<file path="config.mk">
export PLATFORM = sky130hd
export DESIGN_NAME = kmap_lut_sweeper
export DESIGN_NICKNAME = d
export VERILOG_FILES = /design/src/rtl/kmap_pkg.sv /design/src/rtl/kmap_tt_ram.sv /design/src/rtl/kmap_lut_sweeper.sv
export SDC_FILE = /design/constraint.sdc
export NUM_CORES = 1
export LEC_CHECK = 0
export ABC_CLOCK_PERIOD_IN_PS = 3300
export BUFFER_PORTS_ARGS = -buffer_cell sky130_fd_sc_hd__buf_4
export CAP_MARGIN = 20
export CORE_MARGIN = 5
export CORE_UTILIZATION = 60
export CTS_BUF_LIST = sky130_fd_sc_hd__clkbuf_8
export CTS_CLUSTER_DIAMETER = 100
export DETAILED_ROUTE_END_ITERATION = 16
export HOLD_SLACK_MARGIN = 0.12
export MAX_ROUTING_LAYER = met4
export PLACE_DENSITY = 0.81
export SLEW_MARGIN = 0
export SYNTH_ARGS = -nofsm -noshare
export SYNTH_HDL_FRONTEND = slang
export SYNTH_HIERARCHICAL = 1
export SYNTH_SLANG_ARGS = --single-unit
</file>
<file path="constraint.sdc">
create_clock -name clk -period 3.3 [get_ports clk]
set_input_delay 0.66 -clock clk [delete_from_list [all_inputs] [get_ports clk]]
set_output_delay 0.66 -clock clk [all_outputs]
set_load 0.02 [all_outputs]
</file>
<file path="src/rtl/kmap_pkg.sv">
// Shared encodings for the K-map function unit: sweep FSM states.
package kmap_pkg;

    typedef enum logic [1:0] {
        ST_IDLE  = 2'd0,
        ST_SWEEP = 2'd1,
        ST_DONE  = 2'd2
    } state_t;

endpackage : kmap_pkg

</file>
<file path="src/rtl/kmap_tt_ram.sv">
// Truth-table storage: 2**N_IN x 1 register array, one synchronous write port,
// two combinational read ports (single evaluation and sweep).
module kmap_tt_ram #(
    parameter int N_IN = 4
) (
    input  logic            clk,
    input  logic            rst_n,
    input  logic            i_we,
    input  logic [N_IN-1:0] i_waddr,
    input  logic            i_wdata,
    input  logic [N_IN-1:0] i_raddr_a,
    output logic            o_rdata_a,
    input  logic [N_IN-1:0] i_raddr_b,
    output logic            o_rdata_b
);

    localparam int DEPTH = 1 << N_IN;

    logic [DEPTH-1:0] r_mem;

    // NOTE: the table is reset on purpose -- a cleared function is part of the
    // unit's reset state, so the array cannot be left as uninitialised storage.
    always_ff @(posedge clk) begin
        if (!rst_n) begin
            r_mem <= '0;
        end else if (i_we) begin
            r_mem[i_waddr] <= i_wdata;
        end
    end

    // NOTE: reads are combinational off the array, so a register capturing a
    // read in the same cycle as a write to that entry sees the old contents.
    assign o_rdata_a = r_mem[i_raddr_a];
    assign o_rdata_b = r_mem[i_raddr_b];

endmodule : kmap_tt_ram

</file>
<file path="src/rtl/kmap_lut_sweeper.sv">
// Programmable N-input boolean function: per-minterm loading, registered single
// evaluation, and an autonomous sweep that streams f() and counts set minterms.
module kmap_lut_sweeper
    import kmap_pkg::*;
#(
    parameter int N_IN  = 4,
    parameter int CNT_W = N_IN + 1
) (
    input  logic             clk,
    input  logic             rst_n,
    input  logic             cfg_we,
    input  logic [N_IN-1:0]  cfg_addr,
    input  logic             cfg_data,
    input  logic [N_IN-1:0]  eval_in,
    output logic             eval_y,
    input  logic             start,
    output logic             busy,
    output logic             sweep_valid,
    output logic [N_IN-1:0]  sweep_vec,
    output logic             sweep_y,
    output logic             done,
    output logic [CNT_W-1:0] ones_cnt
);

    state_t             r_state;
    logic [N_IN-1:0]    r_idx;
    logic               r_busy;
    logic               r_sweep_valid;
    logic [N_IN-1:0]    r_sweep_vec;
    logic               r_sweep_y;
    logic               r_done;
    logic               r_eval_y;
    logic [CNT_W-1:0]   r_ones_cnt;

    logic               w_tt_we;
    logic               w_eval_bit;
    logic               w_sweep_bit;

    // The table is frozen for the whole time busy is high, including the done cycle.
    assign w_tt_we = cfg_we & ~r_busy;

    kmap_tt_ram #(
        .N_IN (N_IN)
    ) u_tt_ram (
        .clk       (clk),
        .rst_n     (rst_n),
        .i_we      (w_tt_we),
        .i_waddr   (cfg_addr),
        .i_wdata   (cfg_data),
        .i_raddr_a (eval_in),
        .o_rdata_a (w_eval_bit),
        .i_raddr_b (r_idx),
        .o_rdata_b (w_sweep_bit)
    );

    // NOTE: all state and output registers use non-blocking assignments so every
    // register samples the pre-edge values, independent of statement order.
    always_ff @(posedge clk) begin
        if (!rst_n) begin
            r_state       <= ST_IDLE;
            r_idx         <= '0;
            r_busy        <= 1'b0;
            r_sweep_valid <= 1'b0;
            r_sweep_vec   <= '0;
            r_sweep_y     <= 1'b0;
            r_done        <= 1'b0;
            r_eval_y      <= 1'b0;
            r_ones_cnt    <= '0;
        end else begin
            r_eval_y <= w_eval_bit;
            r_done   <= 1'b0;
            case (r_state)
                ST_IDLE: begin
                    r_busy <= 1'b0;
                    if (start) begin
                        r_state    <= ST_SWEEP;
                        r_idx      <= '0;
                        r_ones_cnt <= '0;
                        r_busy     <= 1'b1;
                    end
                end
                ST_SWEEP: begin
                    r_sweep_valid <= 1'b1;
                    r_sweep_vec   <= r_idx;
                    r_sweep_y     <= w_sweep_bit;
                    r_ones_cnt    <= r_ones_cnt + CNT_W'(w_sweep_bit);
                    // Stop on the last vector rather than wrapping the index.
                    if (r_idx == '1) begin
                        r_state <= ST_DONE;
                    end else begin
                        r_idx <= r_idx + 1'b1;
                    end
                end
                ST_DONE: begin
                    r_done        <= 1'b1;
                    r_sweep_valid <= 1'b0;
                    r_state       <= ST_IDLE;
                end
                default: begin
                    r_state <= ST_IDLE;
                end
            endcase
        end
    end

    assign eval_y      = r_eval_y;
    assign busy        = r_busy;
    assign sweep_valid = r_sweep_valid;
    assign sweep_vec   = r_sweep_vec;
    assign sweep_y     = r_sweep_y;
    assign done        = r_done;
    assign ones_cnt    = r_ones_cnt;

endmodule : kmap_lut_sweeper

</file>
### Word level (Yosys, flattened, before mapping)

Cells that the tools add are included.

* add/sub/neg operators: 2
* multiply operators: 0
* divide/modulo/power cells: 0
* magnitude comparators: 4
* eq/ne operators: 6
* shifts and indexed selects: 0
* muxes and demuxes: 18
* bitwise logic cells: 2
* reductions and logical operators: 7

Operators by type and width (count)
* bitwise mux 16 bit: 1
* < comparator 4 x 5 -> 1 bit, second input constant: 3
* case mux 5 bit (2 select lines): 1
* binary-select mux 1 bit (select 4 bit): 2
* two-way mux 4 bit: 2
* case mux 4 bit (2 select lines): 1
* != test 2 bit, second input constant: 3
* adder 5 x 1 -> 5 bit: 1
* two-way mux 1 bit: 5
* two-way mux 5 bit: 1
* adder 4 x 1 -> 4 bit, second input constant: 1
* demux 1 bit (select 4 bit): 1
* == test 4 bit, second input constant: 1
* greater-or-equal comparator 4 x 1 -> 1 bit, second input constant: 1
* two-way mux 2 bit: 2
* case mux 2 bit (2 select lines): 1
* AND reduction 2 bit: 2
* nonzero test 2 bit: 2
* AND reduction 3 bit: 1
* == test 2 x 1 -> 1 bit, second input constant: 1
* == test 2 bit, second input constant: 1
* zero test 2 bit: 1
* case mux 1 bit (2 select lines): 1
* bitwise AND 1 bit: 1
* other kinds (2): 2

* bits in registers: 36
* bits in latches: 0
* bits in writable memories: 0
* ROM bits: 0
* input port bits: 13
* output and inout port bits: 14
* word-level logic and storage cells: 49
* memories: 0

### Logic depth before layout (Yosys ltp)

Gate-level depths: netlist of run 1.

* word-level depth: 5
* gate-level depth with buffers: 8
* gate-level depth less buffers: 8

### Hierarchy

Netlist of run 1, hierarchy kept.

By module, submodules not included
* kmap_tt_ram: instances 1, cells each 106, area each 1021.0 µm², sequential area each 320.3 µm²
* kmap_lut_sweeper: instances 1, cells each 98, area each 929.6 µm², sequential area each 400.4 µm²

### Worst setup path before layout of run 1

OpenSTA, ideal clock, no wires.

* kind: reg-to-reg
* start: register r_idx[0]
* end: register r_ones_cnt[1], in the netlist ones_cnt[1]
* setup time: 118 ps
* arrival: 1937 ps
* data required time: 3182 ps
* path slack: 1245 ps
* cell stages (with the launch flop): 8
* buffers on the path: 0
* clock period less this slack: 2055 ps
* cells stage by stage: dfxtp_1 mux4_1 mux2i_1 mux2i_1 ha_1 ha_1 a32oi_1 nor2b_1

* word-level cells in the longest chain between the ends: 4

Ends and longest elaborated chain
* start: declaration: RTL line kmap_lut_sweeper.sv:26 `logic [N_IN-1:0] r_idx;`
* start signal: assignment: RTL line kmap_lut_sweeper.sv:91 `r_idx <= r_idx + 1'b1;`
* binary-select mux 1 bit (select 4 bit): RTL line kmap_tt_ram.sv:34 `assign o_rdata_b = r_mem[i_raddr_b];`
* two-way mux 1 bit (implied by the code): RTL line kmap_tt_ram.sv:34
* via w_sweep_bit: RTL line kmap_lut_sweeper.sv:37 `logic w_sweep_bit;`
* adder 5 x 1 -> 5 bit: RTL line kmap_lut_sweeper.sv:86 `r_ones_cnt <= r_ones_cnt + CNT_W'(w_sweep_bit);`
* case mux 5 bit (2 select lines): RTL line kmap_lut_sweeper.sv:72 `case (r_state)`
* end signal: assignment: RTL line kmap_lut_sweeper.sv:86
* end: declaration: RTL line kmap_lut_sweeper.sv:33 `logic [CNT_W-1:0] r_ones_cnt;`

The timed path passes the listed nets, and every way through them passes these cells. The select of a mux whose other input is x is not followed.
A chain may end at the register's enable or synchronous reset.

### Final worst setup path of run 1

Ends and elaborated chain as after synthesis.

==> key figures, run 1 <==
Status
  • Outcome: completed

Synthesis
  • Top-area cell type share of the netlist area: 36.9%
  • Most common cell in the netlist: dfxtp_1
  • Synthesized area per cell: 9.56 µm²
  • YS warnings: 6
  • Post-synth net total: 224
  • Sequential share of the synthesized area: 36.9%
  • Ranking of synthesized cells by area: dfxtp_1 (37%), mux4_1 (11%), mux2i_1 (6.7%)
  • Area leader, netlist: dfxtp_1
  • Synthesized area: 1950 µm²
  • Post-synth top cells: dfxtp_1 (36), a21oi_1 (22), o21ai_0 (20)
  • Async SR Flop Fraction: 0%
  • Synth Flop Type: dfxtp_1
  • Count of mapped cells out of synthesis: 204
  • Post-synth EDFFs: 0
  • Post-synth cell types: 35
  • #FFs+latches synth: 36

Routing
  • Final ANT Viol Nets: 0
  • DR pass1 iterations: 4
  • Wire per inst: between 15 and 20 µm
  • DRC viols: 0
  • Initial DRC Count: 107
  • WL final: between 4000 and 5000 µm
  • Vias: 1587
  • Vias/cell: around 5.9

Hold path
  • Hold depth: 2
  • Hold/Removal Path Class: flip-flop to flip-flop

Critical path
  • CP Max Fanout: 9
  • Critical Path AT: ~2400 ps
  • Worst reg-to-reg path cell count: 7
  • Startpoint Class: flip-flop
  • CP required: around 3500 ps
  • Critical Path Sink Type: flip-flop
  • Crit Path Class: flip-flop to flip-flop

Timing
  • PnR worst setup slack: 1060 ps
  • Hold Slack: ~480 ps
  • RSZ-0062 raised after global routing: no
  • Count of final hold-check violations: 0
  • Clock Skew: 6.63 ps
  • Fmax: between 400 and 500 MHz
  • Slew Limit Fails: 0
  • Relative slew slack: about two fifths
  • Period utilisation layout: 67.9%
  • Worst-Margin Slew: between 800 and 900 ps
  • TNS Setup: 0 ps
  • Setup Viol. Count Final: 0
  • Post-route minimum period: ~2200 ps

Global route
  • All-Layer GR Usage: 22.0%
  • Grt total ovfl: 0
  • First-pass GRT wire length: 7180 µm
  • Largest net degree at the start of global routing: 23
  • Number of global-route vias before repair: 1628
  • Initial antenna violation count: 0

Clock network
  • Clock sinks: 36
  • H-tree depth: 2
  • Clock Tree Buf Depth: 2
  • CTS tree: yes
  • Clock latency on the worst-skew pair: 290 ps
  • CTS resizes: 0
  • Total CTS buffers: 5
  • Root Driver: clkbuf_8
  • Number of post-CTS setup repair buffers: 0
  • Clock slew at reported path FFs: 70 ps
  • Hold Buf Count CTS: 0

Die
  • IO Pins: 27
  • Initial Util: 63.4%
  • Die W: 67.0 µm
  • Core Area: ~3000 µm²
  • Die height: 67.0 µm
  • Die area: 4490 µm²
  • Row count: 20

Finish
  • Final instance area: 2220 µm²
  • Layout area overhead: 13.9%
  • Fin nets: 244
  • # diodes: 0
  • Share of cells above drive strength 1: about 16%
  • Filler Cell Count: 250

Pwr
  • P_leak: 0.000894 µW
  • Pwr dens: roughly 450 nW/µm²
  • Worst vdd ir: 0.000287 V

Placed design
  • DPL Wire Length: 3060 µm
  • Area after DPL: 2130 µm²
  • Number of I/O port buffers: 26
  • Pre-CTS setup slack: 1070 ps
  • Routability congestion estimate: 0.841

Flow run
  • Max-Cap Viols: 0
==> per-stage QoR <==
step | utilization [%] | instances | power, µW
floorplan | - | 204 | 641
finish | 72.2 | 269 | 996
global route | 72.2 | 269 | 1040
global placement | 69.3 | 261 | 679
CTS | 72.2 | 269 | 1000
detailed placement | 69.3 | 261 | 688
==> critical path: stages (launching register included) <==
cell and delay, ps:
dfxtp_1 520, mux4_1 610, mux2i_1 140, mux2i_1 110, ha_1 210, ha_1 280
a32oi_1 210, nor2b_1 70
==> flip-flops by register name (all words and copies together), names as in the netlist <==
register and count:
busy 1, ones_cnt 5, r_state 2, sweep_vec 4, sweep_valid 1, sweep_y 1
u_tt_ram/r_mem 16, eval_y 1, r_idx 4, done 1
==> layer usage <==
layer  part of all wire [%]  wire, µm  GRT usage (%)  vias up
li1                       -         -              -      797
met1                     39      1670           22.1      754
met2                     55      2330           39.1       28
met3                    3.6       153           6.07        8
met4                    2.0        85           10.6        0
met5                      0         0              -        -
==> kinds of logic after synthesis <==
group | share of synthesized area (%)
and+or+nand+nor | 20.9
muxes | 17.4
buffers and inverters | 4.49
AOI/OAI and AO/OA | 15.7
adders and majority gates | 4.49
DFF | 36.9
==> path summary, 6_finish.rpt <==
check              from           to  slack, ps
min          r_state[0]   r_state[0]        480
max reg2reg    r_idx[0]  ones_cnt[1]       1060
max            r_idx[0]  ones_cnt[1]       1060
min reg2reg  r_state[0]   r_state[0]        480
==> cell usage in the layout, fill, tap and decap left out, types with 2 or more instances in the layout <==
master / instances
ha_1: 7
inv_1: 7
nand2b_1: 6
nor2b_1: 11
nand3b_1: 2
nor3b_1: 2
a21oi_1: 22
nand2_1: 10
and3b_1: 2
or3_1: 3
and2b_1: 2
and3_1: 3
nand3_1: 14
and2_1: 2
nand4_1: 5
a32oi_1: 2
mux4_1: 8
o22ai_1: 2
o221a_2: 2
clkbuf_8: 6
nand4b_1: 2
buf_4: 26
dfxtp_1: 36
mux2i_1: 13
o21ai_0: 20
nor2_1: 2
or3b_1: 2
==> report_power, final <==
group,leakage (µW),switching (µW),internal [µW]
registers,0.000291,17.9,452
logic,0.000549,122,88.9
clock network,0.0000538,151,164
total,0.000894,291,705
==> cell type report <==
class | count | area (µm²) | share of cell area, %
timing repair buffer | 26 | 195 | 8.78
tap | 44 | 55.1 | 2.48
multi-input combinational | 150 | 1140 | 51.4
inverter | 5 | 18.8 | 0.845
clock buffer | 6 | 82.6 | 3.72
sequential | 36 | 721 | 32.4
clock inverter | 2 | 7.51 | 0.338
Power figures use the tool's default switching activity.
==> inputs of run 2 (changes only) <==
--- a/config.mk
+++ b/config.mk
@@ -5,17 +5,18 @@
 export SDC_FILE = /design/constraint.sdc
 export NUM_CORES = 1
 export LEC_CHECK = 0
-export ABC_CLOCK_PERIOD_IN_PS = 3300
+export ABC_AREA = 1
+export ABC_CLOCK_PERIOD_IN_PS = 2290
 export BUFFER_PORTS_ARGS = -buffer_cell sky130_fd_sc_hd__buf_4
 export CAP_MARGIN = 20
 export CORE_MARGIN = 5
-export CORE_UTILIZATION = 60
+export CORE_UTILIZATION = 59
 export CTS_BUF_LIST = sky130_fd_sc_hd__clkbuf_8
 export CTS_CLUSTER_DIAMETER = 100
 export DETAILED_ROUTE_END_ITERATION = 16
 export HOLD_SLACK_MARGIN = 0.12
 export MAX_ROUTING_LAYER = met4
-export PLACE_DENSITY = 0.81
+export PLACE_DENSITY = 0.79
 export SLEW_MARGIN = 0
 export SYNTH_ARGS = -nofsm -noshare
 export SYNTH_HDL_FRONTEND = slang
==> constraint.sdc (replaced) <==
create_clock -name clk -period 2.29 [get_ports clk]
set_input_delay 0.458 -clock clk [delete_from_list [all_inputs] [get_ports clk]]
set_output_delay 0.458 -clock clk [all_outputs]
set_load 0.02 [all_outputs]
==> run 2 against run 1 <==
Against the previous run: non-clock buffer count is 1 higher; core utilization is 2.4 points lower; global-route usage grew 0.31 points; synthesized cell count up 48%; sequential share of layout area fell by 1.3 points; largest cell class unchanged.
==> key figures, run 2 <==
Critical path
  • Startpoint Class: flip-flop
  • Critical Path Sink Type: flip-flop
  • CP required: 2520 ps (-960 ps)
  • Critical Path AT: 2240 ps (-180 ps)
  • CP Max Fanout: 13 (+4)
  • Crit Path Class: flip-flop to flip-flop

Pwr
  • Sw frac: 37.2% (+7.9 points)
  • Pwr dens: 876 nW/µm² (+96%)
  • Worst vdd ir: 0.000703 V (+150%)
  • Power Internal: 1270 µW (+81%)
  • Clock power share: 26.8% (-4.8 points)
  • Total power: 2030 µW (+100%)
  • Seq pwr share: 38.3% (-8.8 points)
  • Sw Pwr: 753 µW (+160%)
  • Combinational share of power: 34.9% (+14 points)
  • P_leak: 0.00108 µW (+21%)

Finish
  • Most frequent cells in the layout: nand2_1 (62), nand3_1 (44), inv_1 (42)
  • Max FFs per register: 16 (unchanged)
  • Share of cells above drive strength 1: 14.8% (-0.71 points)
  • Fin nets: 349 (+43%)
  • # diodes: 0 (unchanged)
  • Layout area overhead: 16.2%
  • Top reg by flops: u_tt_ram/r_mem
  • Filler Cell Count: 324 (+30%)
  • Most common cell after layout, fill and taps aside: nand2_1

Timing
  • Count of final hold-check violations: 0 (unchanged)
  • Setup Viol. Count Final: 0 (unchanged)
  • Period utilisation layout: 88.1% (+20 points)
  • Clock Skew: 10.1 ps (+3.46 ps)
  • Slew Limit Fails: 0 (unchanged)
  • RSZ-0062 raised after global routing: no
  • Worst-Margin Slew: 503 ps (-364 ps)
  • TNS Setup: 0 ps (unchanged)
  • Relative slew slack: 66.5% (+26 points)
  • Post-route minimum period: 2020 ps (-224 ps)
  • Fmax: 496 MHz (+11%)

Synthesis
  • Ranking of synthesized cells by area: dfxtp_1 (36%), nand2_1 (12%), nand3_1 (11%)
  • Async SR Flop Fraction: 0% (unchanged)
  • Area leader, netlist: dfxtp_1
  • YS warnings: 6 (unchanged)
  • Top-area cell type share of the netlist area: 36.2% (-0.72 points)
  • Post-synth cell types: 24 (-31%)
  • Post-synth EDFFs: 0 (unchanged)
  • Post-synth net total: 321 (+43%)
  • Synthesized area per cell: 6.61 µm² (-31%)
  • Synth Flop Type: dfxtp_1
  • Sequential share of the synthesized area: 36.2% (-0.72 points)
  • #FFs+latches synth: 36 (unchanged)
  • Most common cell in the netlist: nand2_1
  • Synthesized area: 1990 µm² (+2.0%)
  • Count of mapped cells out of synthesis: 301 (+48%)
  • Post-synth top cells: nand2_1 (62), nand3_1 (44), inv_1 (41)

Placed design
  • DPL Wire Length: 3320 µm (+8.4%)
  • Number of I/O port buffers: 26 (unchanged)
  • Routability congestion estimate: 0.887 (+5.5%)

Routing
  • Final ANT Viol Nets: 0 (unchanged)
  • Initial DRC Count: 126 (+18%)
  • DR pass1 iterations: 4 (unchanged)
  • Vias/cell: 5.29 (-10%)
  • DRC viols: 0 (unchanged)
  • WL final: 4590 µm (+8.4%)
  • Wire per inst: 12.2 µm (-22%)
  • Vias: 1988 (+25%)

Clock network
  • H-tree depth: 2 (unchanged)
  • Clock slew at reported path FFs: 80 ps (about the same)
  • Clock Tree Buf Depth: 2 (unchanged)
  • Clock latency on the worst-skew pair: 290 ps (about the same)
  • Clock sinks: 36 (unchanged)
  • Number of post-CTS setup repair buffers: 0 (unchanged)
  • CTS resizes: 0 (unchanged)
  • Hold Buf Count CTS: 0 (unchanged)
  • Total CTS buffers: 5 (unchanged)
  • CTS tree: yes
  • Root Driver: clkbuf_8

Global route
  • Grt total ovfl: 0 (unchanged)
  • Number of global-route vias before repair: 1782 (+9.5%)
  • First-pass GRT wire length: 7600 µm (+5.8%)
  • Largest net degree at the start of global routing: 22 (-4.3%)
  • Initial antenna violation count: 0 (unchanged)
  • All-Layer GR Usage: 22.3% (+0.31 points)

Die
  • Die height: 68.1 µm (+1.6%)
  • Die area: 4630 µm² (+3.2%)
  • Row count: 21 (+5.0%)
  • Die W: 68.1 µm (+1.6%)
  • Core Area: 3310 µm² (+7.6%)
  • IO Pins: 27 (unchanged)
  • Initial Util: 60.1% (-3.3 points)

Hold path
  • Hold/Removal Path Class: flip-flop to flip-flop

Status
  • Outcome: completed

Flow run
  • Max-Cap Viols: 0 (unchanged)
run 2: cell types whose count changed in the layout (fill, tap and decap cells not counted), sizes merged, moves of 8 or more:
cell   delta
nor3      +8
nand2    +55
inv      +41
nor2     +27
mux4      -8
mux2i    -13
nor2b    -11
nand3    +31
run 2: metrics by stage:
stage               worst slack (ps)  cells  util, %  hold WS (ps)  cell area [µm²]
floorplan                        590    301        -           439             1990
global placement                 399    368     66.6           455             2200
detailed placement               305    368     66.6           455             2200
CTS                              286    376     69.8           465             2310
global route                    16.9    376     69.8           493             2310
finish                           272    376     69.8           461             2310
run 2: metal layers:
| layer | routed length, µm | GRT usage [%] |
|---|---|---|
| met1 | 2230 | 28.6 |
| met2 | 2040 | 34.2 |
| met3 | 279 | 5.75 |
| met4 | 46 | 7.69 |
| met5 | 0 | - |
run 2: worst paths after layout:
| path | depth (start not counted) | startpoint | slack (ps) | end |
|---|---|---|---|---|
| setup / recovery | 12 | r_idx[0] | 270 | ones_cnt[4] |
| hold reg to reg | 2 | sweep_vec[3] | 460 | sweep_vec[3] |
| setup reg to reg | 12 | r_idx[0] | 270 | ones_cnt[4] |
| hold / removal | 2 | sweep_vec[3] | 460 | sweep_vec[3] |
run 2: critical path, cell delays in order (launching register included):
cell and delay [ps]:
dfxtp_1 570, inv_1 220, nand2_1 120, nand3_1 80, nand3_1 90, nand3_1 70, nand2_1 90, ha_1 160
ha_1 200, nand3_1 90, nand2_1 70, nand4_1 80, a21oi_1 140
run 2: area by class of cell:
cell class	count	area, µm²	share of cell area [%]
repair buffers	27	203	8.77
clock buffers	5	68.8	2.98
inverters	48	180	7.79
flip-flops and latches	36	721	31.2
well taps	46	57.6	2.49
clock inverters	3	38.8	1.68
multi-input cells	211	1040	45.1
run 2: cell families (layout without fill, tap and decap cells):
family | after synthesis | in the layout | share of synthesized area [%]
AO/OA/AOI/OAI | 49 | 49 | 12.7
adder cells (fa/ha/maj) | 7 | 7 | 4.40
buffers and inverters | 54 | 83 | 11.3
flip-flops | 36 | 36 | 36.2
AND/OR/NAND/NOR | 155 | 155 | 35.3
run 2: power groups by stage:
stage / registers, µW / logic [µW] / clock network, µW
after floorplan: 828 / 467 / 0
after global placement: 786 / 691 / 0
after detailed placement: 785 / 696 / 0
after CTS: 774 / 704 / 557
after global routing: 787 / 786 / 586
final: 776 / 707 / 544
==> inputs of run 3 (changes only) <==
--- a/config.mk
+++ b/config.mk
@@ -9,6 +9,7 @@
 export ABC_CLOCK_PERIOD_IN_PS = 2290
 export BUFFER_PORTS_ARGS = -buffer_cell sky130_fd_sc_hd__buf_4
 export CAP_MARGIN = 20
+export CORE_ASPECT_RATIO = 0.9
 export CORE_MARGIN = 5
 export CORE_UTILIZATION = 59
 export CTS_BUF_LIST = sky130_fd_sc_hd__clkbuf_8
@@ -16,9 +17,8 @@
 export DETAILED_ROUTE_END_ITERATION = 16
 export HOLD_SLACK_MARGIN = 0.12
 export MAX_ROUTING_LAYER = met4
-export PLACE_DENSITY = 0.79
+export PLACE_DENSITY = 0.8
 export SLEW_MARGIN = 0
 export SYNTH_ARGS = -nofsm -noshare
 export SYNTH_HDL_FRONTEND = slang
-export SYNTH_HIERARCHICAL = 1
 export SYNTH_SLANG_ARGS = --single-unit
==> run 3 against run 2 <==
Against the previous run: global-route usage shrank 0.72 points; sequential cell count is the same; non-clock buffer count is the same; combinational power grew 7.1%; via count shrank 7.0%; clock power shrank 15%; hold slack lost 25 ps; sequential share of layout area grew 2.0 points; critical path type unchanged; highest routed layer unchanged.
==> key figures, run 3 <==
Synthesis
  • Most common cell in the netlist: nand2_1
  • Sequential share of the synthesized area: 38.7% (+2.5 points)
  • Post-synth EDFFs: 0 (unchanged)
  • Post-synth cell types: 26 (+8.3%)
  • Area leader, netlist: dfxtp_1
  • Synth Flop Type: dfxtp_1
  • YS warnings: 0 (-6)
  • Synthesized area: 1860 µm² (-6.5%)
  • Count of mapped cells out of synthesis: 268 (-11%)
  • #FFs+latches synth: 36 (unchanged)
  • Top-area cell type share of the netlist area: 38.7% (+2.5 points)
  • Synthesized area per cell: 6.94 µm² (+5.0%)
  • Post-synth top cells: nand2_1 (40), dfxtp_1 (36), nand3_1 (36)
  • Async SR Flop Fraction: 0% (unchanged)
  • Post-synth net total: 288 (-10%)
  • Ranking of synthesized cells by area: dfxtp_1 (39%), nand3_1 (9.7%), a21oi_1 (8.6%)

Finish
  • Filler Cell Count: 287 (-11%)
  • Final Util: 71.5% (+1.7 points)
  • Most frequent cells in the layout: nand2_1 (40), inv_1 (37), nand3_1 (36), dfxtp_1 (36), a21oi_1 (32)
  • Final instance area: 2180 µm² (-5.9%)
  • Top reg by flops: u_tt_ram.r_mem
  • Most common cell after layout, fill and taps aside: nand2_1
  • Fin nets: 315 (-9.7%)
  • Share of cells above drive strength 1: 14.9% (+0.016 points)
  • Layout area overhead: 16.9%
  • # diodes: 0 (unchanged)
  • Max FFs per register: 16 (unchanged)

Global route
  • All-Layer GR Usage: 21.6% (-0.72 points)
  • Initial antenna violation count: 0 (unchanged)
  • Grt total ovfl: 0 (unchanged)
  • Largest net degree at the start of global routing: 25 (+14%)
  • First-pass GRT wire length: 7450 µm (-2.0%)
  • Number of global-route vias before repair: 1701 (-4.5%)

Timing
  • Slew Limit Fails: 0 (unchanged)
  • Setup Viol. Count Final: 0 (unchanged)
  • RSZ-0062 raised after global routing: no
  • Fmax: 487 MHz (-1.6%)
  • Post-route minimum period: 2050 ps (+33.7 ps)
  • Clock Skew: 3.82 ps (-6.27 ps)
  • Worst-Margin Slew: 452 ps (-50.5 ps)
  • Count of final hold-check violations: 0 (unchanged)
  • Period utilisation layout: 89.6% (+1.5 points)
  • TNS Setup: 0 ps (unchanged)
  • Relative slew slack: 69.8% (+3.3 points)

Routing
  • DR pass1 iterations: 4 (unchanged)
  • WL final: 4410 µm (-4.0%)
  • Wire per inst: 13.0 µm (+6.8%)
  • Vias/cell: 5.47 (+3.4%)
  • Initial DRC Count: 170 (+35%)
  • DRC viols: 0 (unchanged)
  • Final ANT Viol Nets: 0 (unchanged)
  • Vias: 1848 (-7.0%)

Critical path
  • CP cell instances: inv_1 -> nand2_1 -> nand3_1 -> nand3_1 -> nand3_1 -> nand2_1 -> ha_1 -> ha_1 -> nand3_2 -> nor3_1 -> nor2_1
  • Crit Path Class: flip-flop to flip-flop
  • CP dominant cell by count: nand3_1
  • CP Max Fanout: 14 (+1)
  • Slowest CP cell: dfxtp_1
  • Startpoint Class: flip-flop
  • CP required: 2470 ps (-50 ps)
  • Max stage delay on crit path: 600 ps (+30 ps)
  • Critical Path AT: 2240 ps (about the same)
  • Critical Path Sink Type: flip-flop

Placed design
  • Area after DPL: 2090 µm² (-5.4%)
  • Routability congestion estimate: 0.967 (+9.0%)
  • Number of I/O port buffers: 26 (unchanged)
  • DPL Wire Length: 3200 µm (-3.6%)

Pwr
  • Worst vdd ir: 0.00112 V (+59%)
  • P_leak: 0.000939 µW (-13%)
  • Pwr dens: 920 nW/µm² (+5.0%)

Clock network
  • CTS tree: yes
  • CTS resizes: 0 (unchanged)
  • Hold Buf Count CTS: 0 (unchanged)
  • Clock latency on the worst-skew pair: 290 ps (about the same)
  • Clock Tree Buf Depth: 2 (unchanged)
  • Total CTS buffers: 5 (unchanged)
  • Clock slew at reported path FFs: 70 ps (about the same)
  • H-tree depth: 2 (unchanged)
  • Root Driver: clkbuf_8
  • Number of post-CTS setup repair buffers: 0 (unchanged)
  • Clock sinks: 36 (unchanged)

Hold path
  • Hold/Removal Path Class: input port to flip-flop

Die
  • Die height: 63.3 µm (-7.0%)
  • Die area: 4380 µm² (-5.5%)
  • IO Pins: 27 (unchanged)
  • Initial Util: 61.1% (+1.1 points)
  • Die W: 69.2 µm (+1.7%)
  • Core Area: 3040 µm² (-8.1%)
  • Row count: 19 (-9.5%)

Status
  • Outcome: completed

Flow run
  • Max-Cap Viols: 0 (unchanged)
==> run 3: cell types whose count changed after synthesis, moves of 3 or more <==
cell / delta
nand2_1: -22
nand4_1: -6
o211ai_1: +5
inv_1: -6
clkbuf_1: +3
a21oi_1: +8
nor2_1: -5
nand3_1: -8
nor3_1: -4
==> run 3: cell type report <==
class / instances / area [µm²] / area share [%]
clock buffer: 6 / 82.6 / 3.80
tap: 42 / 52.6 / 2.42
multi-input combinational: 184 / 956 / 43.9
sequential: 36 / 721 / 33.1
clock inverter: 2 / 7.51 / 0.345
timing repair buffer: 27 / 203 / 9.32
inverter: 41 / 154 / 7.07
==> run 3: critical path, delay by kind of cell, from the launching register on <==
kind                       cells  cell delay (ps)
adders and majority gates      2              360
buffers and inverters          1              220
and+or+nand+nor                8              760
DFF                            1              600
==> run 3: through the flow <==
| step | total power, µW | std cells | setup slack [ps] | hold slack [ps] |
|---|---|---|---|---|
| after floorplan | 1320 | 268 | 689 | 441 |
| after global placement | 1530 | 330 | 443 | 462 |
| after detailed placement | 1540 | 330 | 368 | 473 |
| after CTS | 2000 | 338 | 286 | 437 |
| after global routing | 2140 | 338 | 22.8 | 443 |
| final | 2000 | 338 | 238 | 436 |
==> run 3: where the power goes <==
group / internal (µW) / switching, µW / total [µW] / leakage, µW
sequential: 715 / 69.0 / 784 / 0.000293
clock: 236 / 224 / 460 / 0.0000538
combinational: 272 / 485 / 757 / 0.000592
total: 1220 / 778 / 2000 / 0.000939
==> run 3: cell families (layout without fill, tap and decap cells) <==
logic type      count (synthesis)  in the layout  share of synthesized area, %
fa+ha+maj                       7              7                          4.71
buf+inv                        48             76                          9.89
flops                          36             36                          38.7
simple gates                  109            109                          26.6
compound gates                 68             68                          20.1
==> run 3: path summary, 6_finish.rpt <==
check               startpoint                end  slack, ps  depth (start not counted)
min                 eval_in[3]             eval_y        440                          3
max                   r_idx[0]        ones_cnt[4]        240                         11
min reg2reg  u_tt_ram.r_mem[0]  u_tt_ram.r_mem[0]        480                          2
max reg2reg           r_idx[0]        ones_cnt[4]        240                         11
==> run 3: layer usage <==
metal / track usage, % / wire (µm) / up-vias
met2: 33.2 / 1950 / 62
met1: 27.5 / 2060 / 833
met3: 6.52 / 305 / 10
met5: - / 0 / -
li1: - / - / 943
met4: 6.34 / 87 / 0
